`config.mk`:
```
export PLATFORM = sky130hd
export DESIGN_NAME = pedal_sensor_cond
export DESIGN_NICKNAME = d
export VERILOG_FILES = /design/src/rtl/pedal_sensor_cond.sv
export SDC_FILE = /design/constraint.sdc
export NUM_CORES = 1
export LEC_CHECK = 0
export BUFFER_PORTS_ARGS = -buffer_cell sky130_fd_sc_hd__buf_2
export CAP_MARGIN = 15
export CORE_ASPECT_RATIO = 0.75
export CORE_UTILIZATION = 50
export CTS_BUF_LIST = sky130_fd_sc_hd__clkbuf_4 sky130_fd_sc_hd__clkbuf_8
export DETAILED_ROUTE_END_ITERATION = 8
export PLACE_DENSITY = 0.72
export SLEW_MARGIN = 0
export SYNTH_ARGS = -nofsm -noshare
export SYNTH_HDL_FRONTEND = slang
export SYNTH_SLANG_ARGS = --single-unit
```
`constraint.sdc`:
```
create_clock -name clk -period 6.9 [get_ports clk]
set_clock_uncertainty 0.2 [all_clocks]
set_input_delay 0.69 -clock clk [delete_from_list [all_inputs] [get_ports clk]]
set_output_delay 0.69 -clock clk [all_outputs]
set_load 0.005 [all_outputs]
```
`src/rtl/pedal_sensor_cond.sv`:
```
// Pedal sensor conditioning for the desired-drive stage.
// Turns the raw crank cadence level into a debounced rising-edge pulse and a
// per-window cadence count with a not-pedaling flag. It also keeps an
// exponential (1/32 weight) average of strobed torque ADC samples.
//
// Ports:
//   clk           system clock, all logic on the rising edge
//   rst_n         synchronous active-low reset
//   cadence_raw   asynchronous crank sensor level
//   torque_in     unsigned 12-bit torque ADC sample
//   torque_vld    one-cycle strobe qualifying torque_in
//   cadence_rise  one-cycle pulse per debounced rising cadence edge
//   cadence       rises counted in the last completed window, saturating at 31
//   not_pedaling  high while the reported cadence is below 2
//   avg_torque    exponentially averaged torque (upper 12 bits of the accumulator)
module pedal_sensor_cond #(
  parameter int unsigned PERIOD_BITS = 24,
  parameter int unsigned DEB_CYC     = 8
) (
  input  logic        clk,
  input  logic        rst_n,
  input  logic        cadence_raw,
  input  logic [11:0] torque_in,
  input  logic        torque_vld,
  output logic        cadence_rise,
  output logic [4:0]  cadence,
  output logic        not_pedaling,
  output logic [11:0] avg_torque
);

  localparam int unsigned DEB_W   = 8;
  localparam int unsigned CNT_W   = 5;
  localparam int unsigned TQ_W    = 12;
  localparam int unsigned SHIFT   = 5;
  localparam int unsigned ACC_W   = TQ_W + SHIFT;

  localparam logic [DEB_W-1:0] DEB_LAST = DEB_W'(DEB_CYC - 1);
  localparam logic [CNT_W-1:0] CNT_ONE  = CNT_W'(1);
  localparam logic [CNT_W-1:0] CNT_MIN  = CNT_W'(2);

  logic                   sync_q1;
  logic                   sync;
  logic                   filt;
  logic                   filt_d;
  logic [DEB_W-1:0]       deb_cnt;
  logic [PERIOD_BITS-1:0] win_cnt;
  logic [CNT_W-1:0]       rise_cnt;
  logic [ACC_W-1:0]       acc;
  logic [ACC_W-1:0]       acc_upd;
  logic                   seeded;
  logic                   win_last;

  // Two-flop synchronizer; nothing may sit between the stages.
  always_ff @(posedge clk) begin
    if (!rst_n) begin
      sync_q1 <= 1'b0;
      sync    <= 1'b0;
    end else begin
      sync_q1 <= cadence_raw;
      sync    <= sync_q1;
    end
  end

  // Debounce: filt only follows sync after DEB_CYC consecutive mismatching clocks.
  always_ff @(posedge clk) begin
    if (!rst_n) begin
      filt    <= 1'b0;
      deb_cnt <= '0;
    end else if (sync != filt) begin
      if (deb_cnt == DEB_LAST) begin
        filt    <= sync;
        deb_cnt <= '0;
      end else begin
        deb_cnt <= deb_cnt + DEB_W'(1);
      end
    end else begin
      deb_cnt <= '0;
    end
  end

  // Registered rising-edge pulse of the filtered level.
  always_ff @(posedge clk) begin
    if (!rst_n) begin
      filt_d       <= 1'b0;
      cadence_rise <= 1'b0;
    end else begin
      filt_d       <= filt;
      cadence_rise <= filt & ~filt_d;
    end
  end

  assign win_last = &win_cnt;

  // Measurement window: count rises, publish at the terminal cycle.
  // A rise coinciding with the terminal cycle seeds the next window.
  always_ff @(posedge clk) begin
    if (!rst_n) begin
      win_cnt      <= '0;
      rise_cnt     <= '0;
      cadence      <= '0;
      not_pedaling <= 1'b1;
    end else begin
      win_cnt <= win_cnt + PERIOD_BITS'(1);
      if (win_last) begin
        cadence      <= rise_cnt;
        not_pedaling <= (rise_cnt < CNT_MIN);
        rise_cnt     <= cadence_rise ? CNT_ONE : '0;
      end else if (cadence_rise && !(&rise_cnt)) begin
        rise_cnt <= rise_cnt + CNT_ONE;
      end
    end
  end

  // Leaky integrator update; bounded at 4095*32 so 17 bits suffice.
  always_comb begin
    acc_upd = acc - (acc >> SHIFT) + ACC_W'(torque_in);
  end

  // Accumulator: first strobe seeds it so the average starts at the sample.
  always_ff @(posedge clk) begin
    if (!rst_n) begin
      acc    <= '0;
      seeded <= 1'b0;
    end else if (torque_vld) begin
      if (!seeded) begin
        acc    <= {torque_in, SHIFT'(0)};
        seeded <= 1'b1;
      end else begin
        acc <= acc_upd;
      end
    end
  end

  assign avg_torque = acc[ACC_W-1:SHIFT];

endmodule
```
# After elaboration in Yosys (flattened, before gate mapping)
# Cells that the tools add are included.
totals:
  register_bits: 66
  latchBits: 0
  ram_bits: 0
  mem_bits_ro: 0
  output_inout_bits: 19
  memories: 0
classes:
  add_sub_neg: 5
  multipliers: 0
  div: 0
  magnitude_cmp: 1
  n_eq_ne: 2
  shift: 0
  mux: 4
  bitwise_logic: 4
  n_reduce_logical: 7
op_table:
  columns: ["cell", "n"]
  rows:
  - ["$add 24x1->24 const B", 1]
  - ["$reduce_and 24->1", 1]
  - ["$add 17x12->17", 1]
  - ["$mux 17", 1]
  - ["$sub 17x12->17", 1]
  - ["$mux 5", 2]
  - ["$add 8x1->8 const B", 1]
  - ["$eq 8x3->1 const B", 1]
  - ["$add 5x1->5 const B", 1]
  - ["$lt 5x2->1 const B", 1]
  - ["$reduce_and 5->1", 1]
  - ["$not 1->1", 3]
  - ["$reduce_or 3->1", 1]
  - ["$reduce_and 2->1", 1]
  - ["$reduce_bool 2->1", 1]
  - ["$and 1x1->1", 1]
  - ["$logic_and 1x1->1", 1]
  - ["$logic_not 1->1", 1]
  - ["$mux 1", 1]
  - ["$ne 1x1->1", 1]

# Logic depth before layout (Yosys ltp)
# Gate-level depths: netlist of run 1.
logic_depth:
  ltp_word: 5
  depth_mapped: 11

# Least setup slack after synthesis of run 1
# No wires, ideal clock.
synth_path:
  kind: "input -> register"
  start: "input torque_in[1]"
  end: "register acc[12]"
  setup_time_ps: 73
  arrival_time_ps: 3198
  required_ps: 6627
  path_slack_ps: 3429
  cell_stages: 10
  path_buffers: 0
  path_cell_list: "inv_1 -> fa_1 -> inv_1 -> fa_1 -> a211oi_2 -> o21ai_1 -> a211o_2 -> a211o_1 -> mux2_4 -> a31oi_4"
synth_via:
  elab_chain_len: 2
synth_lines:
  columns: ["item", "line_no", "text"]
  rows:
  - ["start, declared", "23", "input logic [11:0] torque_in,"]
  - ["$add 17x12->17", "116", "acc_upd = acc - (acc >> SHIFT) + ACC_W'(torque_in);"]
  - ["$mux 17", "125", "if (!seeded) begin"]
  - ["end signal, assigned", "126", "acc <= {torque_in, SHIFT'(0)};"]
  - ["end signal, assigned", "129", "acc <= acc_upd;"]
  - ["end, declared", "48", "logic [ACC_W-1:0] acc;"]
# No other way between the ends.
# A chain may end at the register's enable or synchronous reset.

# Final worst setup path of run 1
# Ends and elaborated chain as after synthesis.

==> metrics.yaml, run 1 <==
status: "finished clean"
dp_hpwl_um: 6100
grt_pass1_wl_um: 14000
synthArstFlopShare: 0
clock_latency_ns: 0.34
crit_fanout: 6
rsz0062_at_grt: "false"
htreeDepth: 3
m1WireLength_um: 4090
antenna_found_initial: 1
synth.ff_latch_count: 66
end_kind: "register"
synth_top_cell_by_area: "dfxtp_1"
drtIter0Drc: 155
dieArea_um2: 8540
grt_max_degree: 59
fmax_mhz: 297
dieWidth_um: 106
layout.nets: 544
avgSynthCellArea_um2: 8.56
syn_nets: 526
routed-wl-met2_um: 3570
cts.clk_slew.worst_paths_ns: 0.08
synth_top_area_frac: 0.324
max-cap-violations: 0
drt_wl_total_um: 8290
tightest_slew_ns: 0.864
cts_max_path_buffers: 2
start_util: 0.516
hold_ws_ns: 0.190
io_pins: 35
final_common_cell: "dfxtp_1"
slew_viol_final: 0
mostFrequentLayoutCells: "dfxtp_1, inv_1, buf_2, and2_1"
first_pass_iters: 4
viasPerCell: 5.32
fin_crit_sh: 0.488
power.density_nw_per_um2: 271
holdBufCountCts: 0
yosys_warnings: 0
grt_pass1_vias: 3120
grt-ovfl-total: 0
worstSetupStartpointType: "primary input"
root_buffer: "clkbuf_8"
hold_class: "reg -> reg"
top_layer_used: "met5"
syn_to_final_growth_pct: 8.67
dr_wl_met3_um: 516
finalCriticalPeriod_ns: 3.37
fill_cells: 759
netlist_instances: 477
ys_seq_area_frac: 0.324
regArea_um2: 1320
cts_resized: 0
arrival_ns: 3.44
die_y_um: 80.3
power_frac_comb: 0.351
diodes: 0
synth_edf_count: 0
gp_congestion: 0.908
yosys.cell_types.count: 56
num_vias: 3221
numCtsBuffers: 9
synthTopCellsByArea: "dfxtp_1, ha_1, fa_1"
synth_ff_type: "dfxtp_1"
swShare: 0.354
core_um2: 7920
drive_gt1_frac: 0.126
clockPowerShare: 0.304
fp-row-count: 28
cts_sinks: 66
max-vdd-ir-drop_v: 0.000115
crit_type: "in -> reg"
multiInputGateArea_um2: 2380
p_switching_uw: 425
finalSetupViolations: 0
port_buffers: 34
hold_viol_final: 0
drc_errors: 0
p_leak_nw: 2.00
cts_tree: "done"
synth_area_um2: 4080
setup_tns_ns: 0
grt_use_total: 0.210
max_slew_margin: 0.424
seqPwrFrac: 0.346
worstPathRequired_ns: 6.97
postRouteAntennaNets: 0
intPower_uw: 776
wl_per_cell_um: 13.7
cts_setup_buffers: 0
==> layout make-up <==
class                      count  share of cell area
timing repair buffer          34              0.0383
inverter                      57              0.0482
sequential                    66               0.298
clock buffer                   9              0.0279
clock inverter                 7              0.0226
tap                          105              0.0296
multi-input combinational    327               0.536
==> cells in the mapped netlist (7+ instances only) <==
library cell / n
dfxtp_1: 66
and3_1: 8
nor2b_1: 12
and2_1: 29
inv_1: 57
ha_1: 21
fa_1: 12
buf_4: 14
xor2_1: 21
nor2_1: 28
xnor2_1: 18
clkbuf_1: 11
a21oi_1: 23
mux2i_1: 12
nand3_1: 22
nand4_1: 9
nand2_1: 28
o21ai_0: 20
o22ai_1: 7
==> cells by family (layout without fill, tap and decap cells) <==
logic type	Yosys count	count (layout)	synth area share
multiplexers	13	13	0.0331
adder cells (fa/ha/maj)	33	33	0.123
flip-flops	66	66	0.324
AND/OR/NAND/NOR	158	158	0.208
XOR/XNOR	39	39	0.0836
AO/OA/AOI/OAI	84	84	0.134
buffers and inverters	84	107	0.0944
==> through the flow <==
stage / util / setup slack, ns / total power, mW / cell area, um^2 / std cells
5_1_grt: 0.561 / 3.41 / 1.28 / 4440 / 605
4_1_cts: 0.561 / 3.56 / 1.21 / 4440 / 605
3_3_place_gp: 0.532 / 3.25 / 0.822 / 4210 / 589
6_report: 0.561 / 3.53 / 1.20 / 4440 / 605
3_5_place_dp: 0.532 / 3.19 / 0.834 / 4210 / 589
2_1_floorplan: - / 3.43 / 0.752 / 4080 / 477
==> flip-flops by register name, indices dropped and copies added, names as in the netlist <==
| signal | flops |
|---|---|
| acc | 17 |
| not_pedaling | 1 |
| rise_cnt | 5 |
| cadence_rise | 1 |
| filt | 1 |
| seeded | 1 |
| win_cnt | 24 |
| deb_cnt | 8 |
| sync_q1 | 1 |
| sync | 1 |
| cadence | 5 |
| filt_d | 1 |
==> worst max-delay path: stages <==
cell      delay [ns]
buf_2           0.07
inv_1           0.06
fa_1            0.53
inv_1           0.07
fa_1            0.49
a211oi_2        0.23
o21ai_1         0.13
a211o_2         0.38
a211o_1         0.32
mux2_4          0.32
a31oi_4         0.14
==> worst paths after layout <==
path	slack [ns]	startpoint	depth (start not counted)	to
min	0.19	filt_d	1	cadence_rise
max reg2reg	3.68	acc[6]	9	acc[12]
min reg2reg	0.19	filt_d	1	cadence_rise
max	3.53	torque_in[1]	11	acc[12]
==> metal layers <==
| layer | up-vias | global-route usage |
|---|---|---|
| li1 | 1627 | - |
| met1 | 1509 | 0.276 |
| met2 | 70 | 0.318 |
| met3 | 13 | 0.0690 |
| met4 | 2 | 0.0806 |
| met5 | - | 0 |
==> power groups by stage <==
stage,combinational [mW],clock [mW],sequential [mW]
2_1_floorplan,0.334,0,0.417
3_3_place_gp,0.399,0,0.423
3_5_place_dp,0.410,0,0.424
4_1_cts,0.414,0.376,0.415
5_1_grt,0.470,0.391,0.417
6_report,0.421,0.365,0.415
No activity file was read; power rests on OpenSTA's default activity.
==> run 2: changes to the inputs <==
Clock period 6.9 ns to 3.1 ns, I/O delays scaled along.
==> run 2 against run 1 <==
Net effect:
- total power increased by 140%
- combinational power rose by 150%
- first-iteration DRC count grew 25%
- final area grew 3.3%
- non-clock buffer count rose by 14
- die area unchanged
- sequential power is 120% higher
- largest cell class unchanged
==> metrics.yaml, run 2 (synthesis gave the netlist of run 1 again) <==
rsz0062_at_grt: "false"  # unchanged
worstSetupStartpointType: "register"  # was primary input
first_pass_iters: 5  # was 4
path_buf_inv: 1  # was 3
gp_congestion: 0.887  # was 0.908
crit_type: "reg -> reg"  # was in -> reg
tightest_slew_ns: 0.468  # was 0.864 ns
die_y_um: 80.3  # unchanged
critPathMaxStageDelay_ns: 0.52  # was 0.53 ns
max-vdd-ir-drop_v: 0.000296  # was 0.000115 V
port_buffers: 34  # unchanged
mostFrequentLayoutCells: "dfxtp_1, inv_1, buf_2, and2_1"  # unchanged
finalSetupViolations: 0  # unchanged
min_path_cells: 3  # was 1
largest_reg_flops: 24  # unchanged
reg_top3: "win_cnt (24), acc (17), deb_cnt (8)"  # unchanged
drive_gt1_frac: 0.165  # was 0.126
r2r_start: "acc[6]"  # unchanged
max_slew_margin: 0.686  # was 0.424
antenna_found_initial: 0  # was 1
p_leak_nw: 2.08  # was 2.00 nW
core_um2: 7920  # unchanged
p_total_mw: 2.86  # was 1.20 mW
regMostFlops: "win_cnt"  # unchanged
met1_usage: 0.289  # was 0.276
finalCriticalPeriod_ns: 3.01
fmax_mhz: 332
grt_pass1_wl_um: 14500  # was 14,000 um
worstPathRequired_ns: 3.18  # was 6.97 ns
numCtsBuffers: 9  # unchanged
cts_max_path_buffers: 2  # unchanged
multiInputGateArea_um2: 2390  # was 2380 um^2
drc_errors: 0  # unchanged
crit_family: "compound AO/OA/AOI/OAI gates"  # unchanged
dieWidth_um: 106  # unchanged
grt-ovfl-total: 0  # unchanged
layout.nets: 558  # was 544
io_pins: 35  # unchanged
diodes: 0  # unchanged
top_usage_layer: "met2"  # unchanged
rr_worst_depth: 9  # unchanged
htreeDepth: 3  # unchanged
root_buffer: "clkbuf_8"  # unchanged
num_vias: 3262  # was 3,221
drt_wl_total_um: 8470  # was 8290 um
final_common_cell: "dfxtp_1"  # unchanged
status: "finished clean"  # unchanged
fill_cells: 727  # was 759
viasPerCell: 5.27  # was 5.32
max-cap-violations: 0  # unchanged
reg2reg_to: "acc[12]"  # unchanged
wl_per_cell_um: 13.7  # about the same
hold_class: "in -> reg"  # was reg -> reg
regArea_um2: 1330  # was 1320 um^2
fin_crit_sh: 0.973
grt_pass1_vias: 3146  # was 3,120
start_util: 0.516  # unchanged
grt_use_total: 0.217  # was 0.210
syn_to_final_growth_pct: 12.3  # was 8.67%
min_from: "torque_in[2]"  # was filt_d
end_kind: "register"  # unchanged
grt_max_degree: 39  # was 59
crit_fanout: 2  # was 6
arrival_ns: 3.09  # was 3.44 ns
setup_ws_ns: 0.0852  # was 3.53 ns
use_met3: 0.0731  # was 0.0690
slowest_stage: "fa_1"  # unchanged
dp_hpwl_um: 6310  # was 6100 um
slew_viol_final: 0  # unchanged
grt_util_met2: 0.344  # was 0.318
cts.clk_slew.worst_paths_ns: 0.08  # about the same
fp-row-count: 28  # unchanged
dp_slack_ns: -0.180  # was 3.19 ns
drtIter0Drc: 194  # was 155
clock_latency_ns: 0.35  # was 0.34 ns
worst_hold_path.endpoint: "acc[7]"  # was cadence_rise
r2r_slack_ns: 0.09  # was 3.68 ns
hold_viol_final: 0  # unchanged
cts_tree: "done"  # unchanged
crit_path_cell_trace: "fa_1 -> inv_2 -> fa_2 -> a211oi_2 -> o21ai_2 -> a211o_2 -> a211o_1 -> mux2_4 -> a31oi_4"  # was buf_2 -> inv_1 -> fa_1 -> inv_1 -> fa_1 -> a211oi_2 -> o21ai_1 -> a211o_2 -> a211o_1 -> mux2_4 -> a31oi_4
postRouteAntennaNets: 0  # unchanged
setup_tns_ns: 0  # unchanged
power.density_nw_per_um2: 624  # was 271 nW/um^2
fin_util: 0.579  # was 0.561
cts_sinks: 66  # unchanged
dieArea_um2: 8540  # unchanged
==> run 2: cell count changes in the layout (fill, tap and decap cells not counted), moves of 2 or more <==
cell / change
dfxtp_2: +4
inv_2: +2
inv_1: -2
dfxtp_1: -4
buf_4: +13
==> run 2: metrics by stage <==
| stage | cell area [um^2] | hold slack, ns | cells |
|---|---|---|---|
| finish | 4590 | 0.0167 | 619 |
| global placement | 4300 | 0.171 | 601 |
| detailed placement | 4300 | 0.173 | 601 |
| global route | 4590 | 0.0156 | 619 |
| floorplan | 4080 | 0.167 | 477 |
| CTS | 4570 | 0.00674 | 618 |
==> run 2: final cells by class <==
| type | count | area share |
|---|---|---|
| clock buffer | 9 | 0.0270 |
| clock inverter | 7 | 0.0273 |
| inverter | 57 | 0.0467 |
| multi-input combinational | 327 | 0.521 |
| sequential | 66 | 0.289 |
| tap | 105 | 0.0286 |
| timing repair buffer | 48 | 0.0606 |
==> run 2: worst max path at each step <==
stage | cells past startpoint | slack [ns] | endpoint | startpoint
after CTS | 9 | 0.02 | acc[12] | acc[6]
after global placement | 11 | -0.09 | acc[12] | torque_in[1]
after detailed placement | 11 | -0.18 | acc[12] | torque_in[1]
after global routing | 9 | 0.0005 | acc[12] | acc[6]
after floorplan | 10 | 0.009 | acc[12] | torque_in[1]
final | 9 | 0.09 | acc[12] | acc[6]
==> run 2: what timing repair did <==
| action | 4_1_cts | 5_1_grt |
|---|---|---|
| endpoints found under the hold margin | 1 | 0 |
| setup buffers | 0 | 1 |
| resized for setup | 1 | 8 |
| hold buffers | 1 | 0 |
| endpoints found under the setup margin | 2 | 3 |
| pin swaps | 1 | 4 |
==> run 2: power by group <==
group	internal [mW]	total, mW	leakage [nW]	switching (mW)
Combinational	0.456	1.04	1.41	0.579
Clock	0.541	0.905	0.124	0.363
Sequential	0.884	0.921	0.537	0.0375
==> run 2: routing by layer <==
layer  wire length [um]  vias to the layer above
met1               4120                     1510
li1                   -                     1654
met4                 75                        0
met3                633                        9
met5                  0                        -
met2               3640                       89
==> run 2: worst min-delay path: stages <==
cell and delay (ns):
buf_2 0.09, a31oi_1 0.07, o21ai_0 0.06
